$ cat config.mk
export PLATFORM = sky130hd
export DESIGN_NAME = axi_mst128_cmd
export DESIGN_NICKNAME = d
export VERILOG_FILES = /design/src/rtl/axi_mst128_cmd_pkg.sv /design/src/rtl/axi_mst128_cmd.sv
export SDC_FILE = /design/constraint.sdc
export NUM_CORES = 1
export LEC_CHECK = 0
export ABC_AREA = 0
export BUFFER_PORTS_ARGS = -buffer_cell sky130_fd_sc_hd__buf_2
export CAP_MARGIN = 10
export CORE_AREA = 3 3 305 307
export DETAILED_ROUTE_END_ITERATION = 8
export DIE_AREA = 0 0 308 310
export SETUP_SLACK_MARGIN = 0.4
export SYNTH_ARGS = -nofsm -noshare
export SYNTH_HDL_FRONTEND = slang
export SYNTH_SLANG_ARGS = --single-unit
$ cat constraint.sdc
create_clock -name pll_core_cpuclk -period 3.89 [get_ports pll_core_cpuclk]
set_clock_uncertainty 0.1 [all_clocks]
set_input_delay 0.778 -clock pll_core_cpuclk [delete_from_list [all_inputs] [get_ports pll_core_cpuclk]]
set_output_delay 0.778 -clock pll_core_cpuclk [all_outputs]
set_load 0.05 [all_outputs]
$ cat src/rtl/axi_mst128_cmd_pkg.sv
`default_nettype none
// ============================================================================
// Package  : axi_mst128_cmd_pkg
// Purpose  : Shared state encodings and AXI constants for the single-
//            outstanding 128-bit AXI command master.
// Contents : state_e (3-bit FSM encoding), fixed AXI attribute values,
//            response codes, resp_merge() accumulator helper.
// Revision : 1.0 - initial release
// ============================================================================
package axi_mst128_cmd_pkg;

  typedef enum logic [2:0] {
    ST_IDLE = 3'd0,
    ST_AR   = 3'd1,
    ST_RD   = 3'd2,
    ST_AW   = 3'd3,
    ST_WR   = 3'd4,
    ST_BR   = 3'd5
  } state_e;

  localparam logic [1:0] BURST_INCR  = 2'b01;
  localparam logic [2:0] SIZE_16B    = 3'b100;
  localparam logic [3:0] CACHE_NONE  = 4'b0000;
  localparam logic [2:0] PROT_NONE   = 3'b000;

  localparam logic [1:0] RESP_OKAY   = 2'b00;
  localparam logic [1:0] RESP_SLVERR = 2'b10;
  localparam logic [1:0] RESP_DECERR = 2'b11;

  // Keeps the first non-OKAY response seen; later responses are ignored.
  function automatic logic [1:0] resp_merge(input logic [1:0] acc, input logic [1:0] resp);
    return (acc == RESP_OKAY) ? resp : acc;
  endfunction

endpackage : axi_mst128_cmd_pkg
`default_nettype wire

$ cat src/rtl/axi_mst128_cmd.sv
`default_nettype none
// ============================================================================
// Module   : axi_mst128_cmd
// Purpose  : Single-outstanding AXI4 128-bit master. Turns a command plus
//            write-data stream into AXI read/write INCR bursts, forwards read
//            beats on a stream, reports per-burst status and a sticky
//            protocol-error flag.
// Ports    : pll_core_cpuclk / pad_cpu_rst_b (async, active-low)
//            cmd_*   : command handshake (write, addr, len=beats-1, id)
//            wdat_*  : write-data stream in
//            rdat_*  : read-data stream out (pass-through of R channel)
//            done_*  : one-cycle completion pulse + first non-OKAY resp
//            proto_err : sticky slave protocol-violation flag
//            ar/aw/w/r/b *_m1 : AXI master bundle
// Revision : 1.0 - initial release
// ============================================================================
module axi_mst128_cmd
  import axi_mst128_cmd_pkg::*;
#(
  parameter int SV48_CONFIG = 0,
  parameter int ID_W        = 8,
  localparam int AW         = 40 + SV48_CONFIG
) (
  input  logic            pll_core_cpuclk,
  input  logic            pad_cpu_rst_b,
  // command
  input  logic            cmd_valid,
  output logic            cmd_ready,
  input  logic            cmd_write,
  input  logic [AW-1:0]   cmd_addr,
  input  logic [7:0]      cmd_len,
  input  logic [ID_W-1:0] cmd_id,
  // write-data stream
  input  logic            wdat_valid,
  output logic            wdat_ready,
  input  logic [127:0]    wdat_data,
  input  logic [15:0]     wdat_strb,
  // read-data stream
  output logic            rdat_valid,
  input  logic            rdat_ready,
  output logic [127:0]    rdat_data,
  output logic            rdat_last,
  output logic [1:0]      rdat_resp,
  // status
  output logic            done_valid,
  output logic [1:0]      done_resp,
  output logic            proto_err,
  // AXI AR
  output logic            arvalid_m1,
  input  logic            arready_m1,
  output logic [AW-1:0]   araddr_m1,
  output logic [ID_W-1:0] arid_m1,
  output logic [7:0]      arlen_m1,
  output logic [2:0]      arsize_m1,
  output logic [1:0]      arburst_m1,
  output logic [3:0]      arcache_m1,
  output logic [2:0]      arprot_m1,
  // AXI AW
  output logic            awvalid_m1,
  input  logic            awready_m1,
  output logic [AW-1:0]   awaddr_m1,
  output logic [ID_W-1:0] awid_m1,
  output logic [7:0]      awlen_m1,
  output logic [2:0]      awsize_m1,
  output logic [1:0]      awburst_m1,
  output logic [3:0]      awcache_m1,
  output logic [2:0]      awprot_m1,
  // AXI W
  output logic            wvalid_m1,
  input  logic            wready_m1,
  output logic [127:0]    wdata_m1,
  output logic [15:0]     wstrb_m1,
  output logic [ID_W-1:0] wid_m1,
  output logic            wlast_m1,
  // AXI R
  input  logic            rvalid_m1,
  output logic            rready_m1,
  input  logic [127:0]    rdata_m1,
  input  logic [ID_W-1:0] rid_m1,
  input  logic [1:0]      rresp_m1,
  input  logic            rlast_m1,
  // AXI B
  input  logic            bvalid_m1,
  output logic            bready_m1,
  input  logic [ID_W-1:0] bid_m1,
  input  logic [1:0]      bresp_m1
);

  state_e          state_q, state_d;
  logic [AW-1:0]   addr_q;
  logic [7:0]      len_q;
  logic [ID_W-1:0] id_q;
  logic [7:0]      beat_cnt_q;
  logic [1:0]      done_resp_q;
  logic            done_valid_q;
  logic            proto_err_q;

  logic cmd_hs, ar_hs, aw_hs, r_hs, w_hs, b_hs;
  logic at_len, r_end, err_d;

  assign cmd_hs = cmd_valid  & cmd_ready;
  assign ar_hs  = arvalid_m1 & arready_m1;
  assign aw_hs  = awvalid_m1 & awready_m1;
  assign r_hs   = rvalid_m1  & rready_m1;
  assign w_hs   = wvalid_m1  & wready_m1;
  assign b_hs   = bvalid_m1  & bready_m1;

  // Compared before the increment, so len=255 needs no 9th counter bit.
  assign at_len = (beat_cnt_q == len_q);
  // A read burst ends on rlast or at beat len, whichever comes first.
  assign r_end  = r_hs & (rlast_m1 | at_len);

  assign err_d = (r_hs & (rid_m1 != id_q))
               | (b_hs & (bid_m1 != id_q))
               | (r_hs &  rlast_m1 & ~at_len)
               | (r_hs & ~rlast_m1 &  at_len)
               | (rvalid_m1 & (state_q != ST_RD))
               | (bvalid_m1 & (state_q != ST_BR));

  // ---------------------------------------------------------------- state reg
  always_ff @(posedge pll_core_cpuclk or negedge pad_cpu_rst_b) begin
    if (!pad_cpu_rst_b) state_q <= ST_IDLE;
    else                state_q <= state_d;
  end

  // ---------------------------------------------------------------- next state
  always_comb begin
    state_d = state_q;
    case (state_q)
      ST_IDLE: if (cmd_hs)        state_d = cmd_write ? ST_AW : ST_AR;
      ST_AR:   if (ar_hs)         state_d = ST_RD;
      ST_RD:   if (r_end)         state_d = ST_IDLE;
      ST_AW:   if (aw_hs)         state_d = ST_WR;
      ST_WR:   if (w_hs & at_len) state_d = ST_BR;
      ST_BR:   if (b_hs)          state_d = ST_IDLE;
      default:                    state_d = ST_IDLE;
    endcase
  end

  // ---------------------------------------------------------------- outputs
  always_comb begin
    cmd_ready  = 1'b0;
    arvalid_m1 = 1'b0;
    awvalid_m1 = 1'b0;
    rready_m1  = 1'b0;
    rdat_valid = 1'b0;
    wvalid_m1  = 1'b0;
    wdat_ready = 1'b0;
    wlast_m1   = 1'b0;
    bready_m1  = 1'b0;
    case (state_q)
      // Hold off during the done pulse so bursts never overlap.
      ST_IDLE: cmd_ready  = ~done_valid_q;
      ST_AR:   arvalid_m1 = 1'b1;
      ST_RD: begin
        rready_m1  = rdat_ready;
        rdat_valid = rvalid_m1;
      end
      ST_AW:   awvalid_m1 = 1'b1;
      ST_WR: begin
        wvalid_m1  = wdat_valid;
        wdat_ready = wready_m1;
        wlast_m1   = at_len;
      end
      ST_BR:   bready_m1  = 1'b1;
      default: ;
    endcase
  end

  // ---------------------------------------------------------------- datapath
  always_ff @(posedge pll_core_cpuclk or negedge pad_cpu_rst_b) begin
    if (!pad_cpu_rst_b) begin
      addr_q       <= '0;
      len_q        <= '0;
      id_q         <= '0;
      beat_cnt_q   <= '0;
      done_resp_q  <= RESP_OKAY;
      done_valid_q <= 1'b0;
      proto_err_q  <= 1'b0;
    end else begin
      if (cmd_hs) begin
        addr_q      <= cmd_addr;
        len_q       <= cmd_len;
        id_q        <= cmd_id;
        beat_cnt_q  <= '0;
        done_resp_q <= RESP_OKAY;
      end
      if (r_hs | w_hs) beat_cnt_q  <= beat_cnt_q + 8'd1;
      if (r_hs)        done_resp_q <= resp_merge(done_resp_q, rresp_m1);
      if (b_hs)        done_resp_q <= resp_merge(done_resp_q, bresp_m1);
      done_valid_q <= r_end | b_hs;
      proto_err_q  <= proto_err_q | err_d;
    end
  end

  assign done_valid = done_valid_q;
  assign done_resp  = done_resp_q;
  assign proto_err  = proto_err_q;

  assign araddr_m1  = addr_q;
  assign arid_m1    = id_q;
  assign arlen_m1   = len_q;
  assign arsize_m1  = SIZE_16B;
  assign arburst_m1 = BURST_INCR;
  assign arcache_m1 = CACHE_NONE;
  assign arprot_m1  = PROT_NONE;

  assign awaddr_m1  = addr_q;
  assign awid_m1    = id_q;
  assign awlen_m1   = len_q;
  assign awsize_m1  = SIZE_16B;
  assign awburst_m1 = BURST_INCR;
  assign awcache_m1 = CACHE_NONE;
  assign awprot_m1  = PROT_NONE;

  assign wdata_m1   = wdat_data;
  assign wstrb_m1   = wdat_strb;
  assign wid_m1     = id_q;

  assign rdat_data  = rdata_m1;
  assign rdat_last  = rlast_m1;
  assign rdat_resp  = rresp_m1;

endmodule : axi_mst128_cmd
`default_nettype wire

==> metrics <==
status=finished, final reports clean; Routed Antenna Nets=0; Die Span X=308 um; final WL=30880 um; post-layout min period=3.322 ns; core region area=90290 sq um; Worst-path clk slew=0.08 ns; count leader, synth=buf_4; Root Buffer=clkbuf_16; CTS H-tree depth=3; Crit path required time=3.01 ns; CTS buffer count=9; crit path DAT=2.44 ns; register area=1777 sq um; synth top area cells=buf_4 (44%), dfrtp_1 (29%), mux2_4 (9.7%), mux2_2 (2.5%), xnor2_1 (2.4%); number of global-route vias before repair=3647; Starting Density=6.879%; I/O pin count=792; Mapped Area=6211 sq um; largest net degree at the start of global routing=41; Longest Clk Path Bufs=2; main flop type after synthesis=dfrtp_1; Relative slew margins=18.74%; GRT Residual Overflow=0; Netlist cell types=45; CP max FO=5; reg2reg end=beat_cnt_q[4]; count of input and output buffers=223; Lkg Pwr=2.711 nW; Yosys reg bits=71; CTS tree=yes; register area share after synthesis=28.61%; area leader, netlist=buf_4; gpl congestion=0.7025; post-CTS setup buffers=0; Reg2Reg Depth=6; synth warn=0; share of the synthesized area in the top cell type=44.00%; Die Ht=310 um; worst-skew pair later-pin latency=0.39 ns; Placed Cells=1670; Pwr Density=1088 nW/um^2; TritonCTS sink count=71; Reg2Reg Setup Slack=1.07 ns; First-pass DRT Iterations=4; dpl ws=0.8389 ns; Layout Cells excl Fill=1688; first-pass GRT wire length=36870 um; Final setup viols=0; final hold slack=0.2775 ns; final slew viol count=0; antenna violations before repair=6; Final Hold Viols=0; row cnt=110; reg2reg start=state_q[2]; DIE AREA=95480 sq um; Post-synth EDFFs=0; DRC Markers=0; post-layout util=7.091%; setup ws final=0.5681 ns; Tightest Pin Transition=1.209 ns; nets=866; critical setup path kind=reg2out; fmax=301.0 MHz; ys async rst share=100.0%; vias per inst=2.111; via count=3563; WL/cell=18.29 um; MaxCap Viol Count=0; HP Class=in2async; period utilisation layout=85.40%; layout cells sized above 1=60.78%; GRT Total Usage=6.183%; setup TNS=0 ns; Post-synth top cells=buf_4 (364), dfrtp_1 (71), mux2_4 (40); CP startpoint kind=flop; Synth-to-Final Area Change=3.082%; filler instances=10600; crit path capture type=output pin; Max VDD drop=0.4841 mV; hpwl dp=26170 um; Post-Synthesis Cells=618; syn avg cell area=10.05 sq um; RSZ-0062 raised after global routing=false; DR iter-0 viols=200; multi-input combinational cell area=1674 sq um
what timing repair did:
item | CTS | global route
gates resized for setup | 1 | 0
setup endpoints to repair | 1 | 0
hold endpoints to repair | 0 | 0
hold buffers | 0 | 0
cell type report:
type	count	share of cell area (%)
flip-flops and latches	71	27.75
multi-input cells	192	26.15
well taps	1176	22.98
repair buffers	229	18.41
clock buffers	9	3.518
clock inverters	7	0.9967
inverters	2	0.1173
diodes	2	0.07817
critical path, cell delays in order, from the launching register on:
cell     delay [ns]
dfrtp_1        0.43
xnor2_1        0.18
nand4_1        0.38
nor2_1         0.31
buf_4          0.21
and3_1         0.27
buf_4          0.26
through the flow:
step / power [mW] / instance area (sq um)
detailed placement: 6.148 / 6106
global placement: 6.132 / 6106
floorplan: 6.197 / 6294
finish: 6.966 / 6402
global route: 7.306 / 6397
CTS: 7.124 / 6397
flip-flops by register name, summed over array words and instances (netlist names):
register / cells
arid_m1: 8
done_resp: 2
proto_err: 1
beat_cnt_q: 8
state_q: 3
arlen_m1: 8
araddr_m1: 40
done_valid: 1
placed cells by master, fill, tap and decap left out, drive strengths merged:
cell	netlist	routed
xnor2	17	17
o21ai	9	9
nand2	11	11
nor3b	2	2
a32oi	2	2
a22o	1	1
a221oi	1	1
nor3	4	4
mux2	56	56
nand4	4	4
nor2b	3	3
o311ai	1	1
clkinvlp	0	2
clkinv	0	1
dfrtp	71	71
and2	6	6
a21o	2	2
nand2b	3	3
a31oi	1	1
buf	374	229
nand3	5	5
diode	0	2
ha	1	1
conb	2	24
inv	2	6
mux2i	4	4
a21oi	4	4
clkbuf	1	9
o31ai	2	2
o31a	1	1
a211oi	1	1
a22oi	2	2
nor2	8	8
xor2	8	8
or3b	1	1
and3	5	5
nor4	3	3
routing by layer:
metal	routed length [um]	global-route usage (%)
met2	12280	8.450
met4	1985	4.375
met5	142	1.682
met1	8728	4.859
met3	7745	7.133
worst max-delay path by stage:
| stage | startpoint | endpoint | slack (ns) |
|---|---|---|---|
| final | beat_cnt_q[5] | wlast_m1 | 0.57 |
| after global routing | arlen_m1[7] | wlast_m1 | 0.42 |
| after CTS | arlen_m1[7] | wlast_m1 | 0.45 |
| after detailed placement | beat_cnt_q[5] | wlast_m1 | 0.84 |
| after global placement | beat_cnt_q[6] | wlast_m1 | 0.82 |
| after floorplan | state_q[2] | awvalid_m1 | 1.12 |
cells by family after synthesis:
logic type / synth area share [%]
buf+inv: 45.89
flops: 28.61
mux: 13.22
simple gates: 5.278
compound gates: 3.163
xor+xnor: 3.525
other cells: 0.1209
fa+ha+maj: 0.2014
report_power, final:
group / internal (mW) / switching (mW) / total [mW]
Clock: 0.447 / 0.437 / 0.885
Combinational: 1.17 / 3.32 / 4.49
Sequential: 1.07 / 0.519 / 1.59
Total: 2.69 / 4.27 / 6.97
Note: power is estimated with default switching activity, not from simulation.
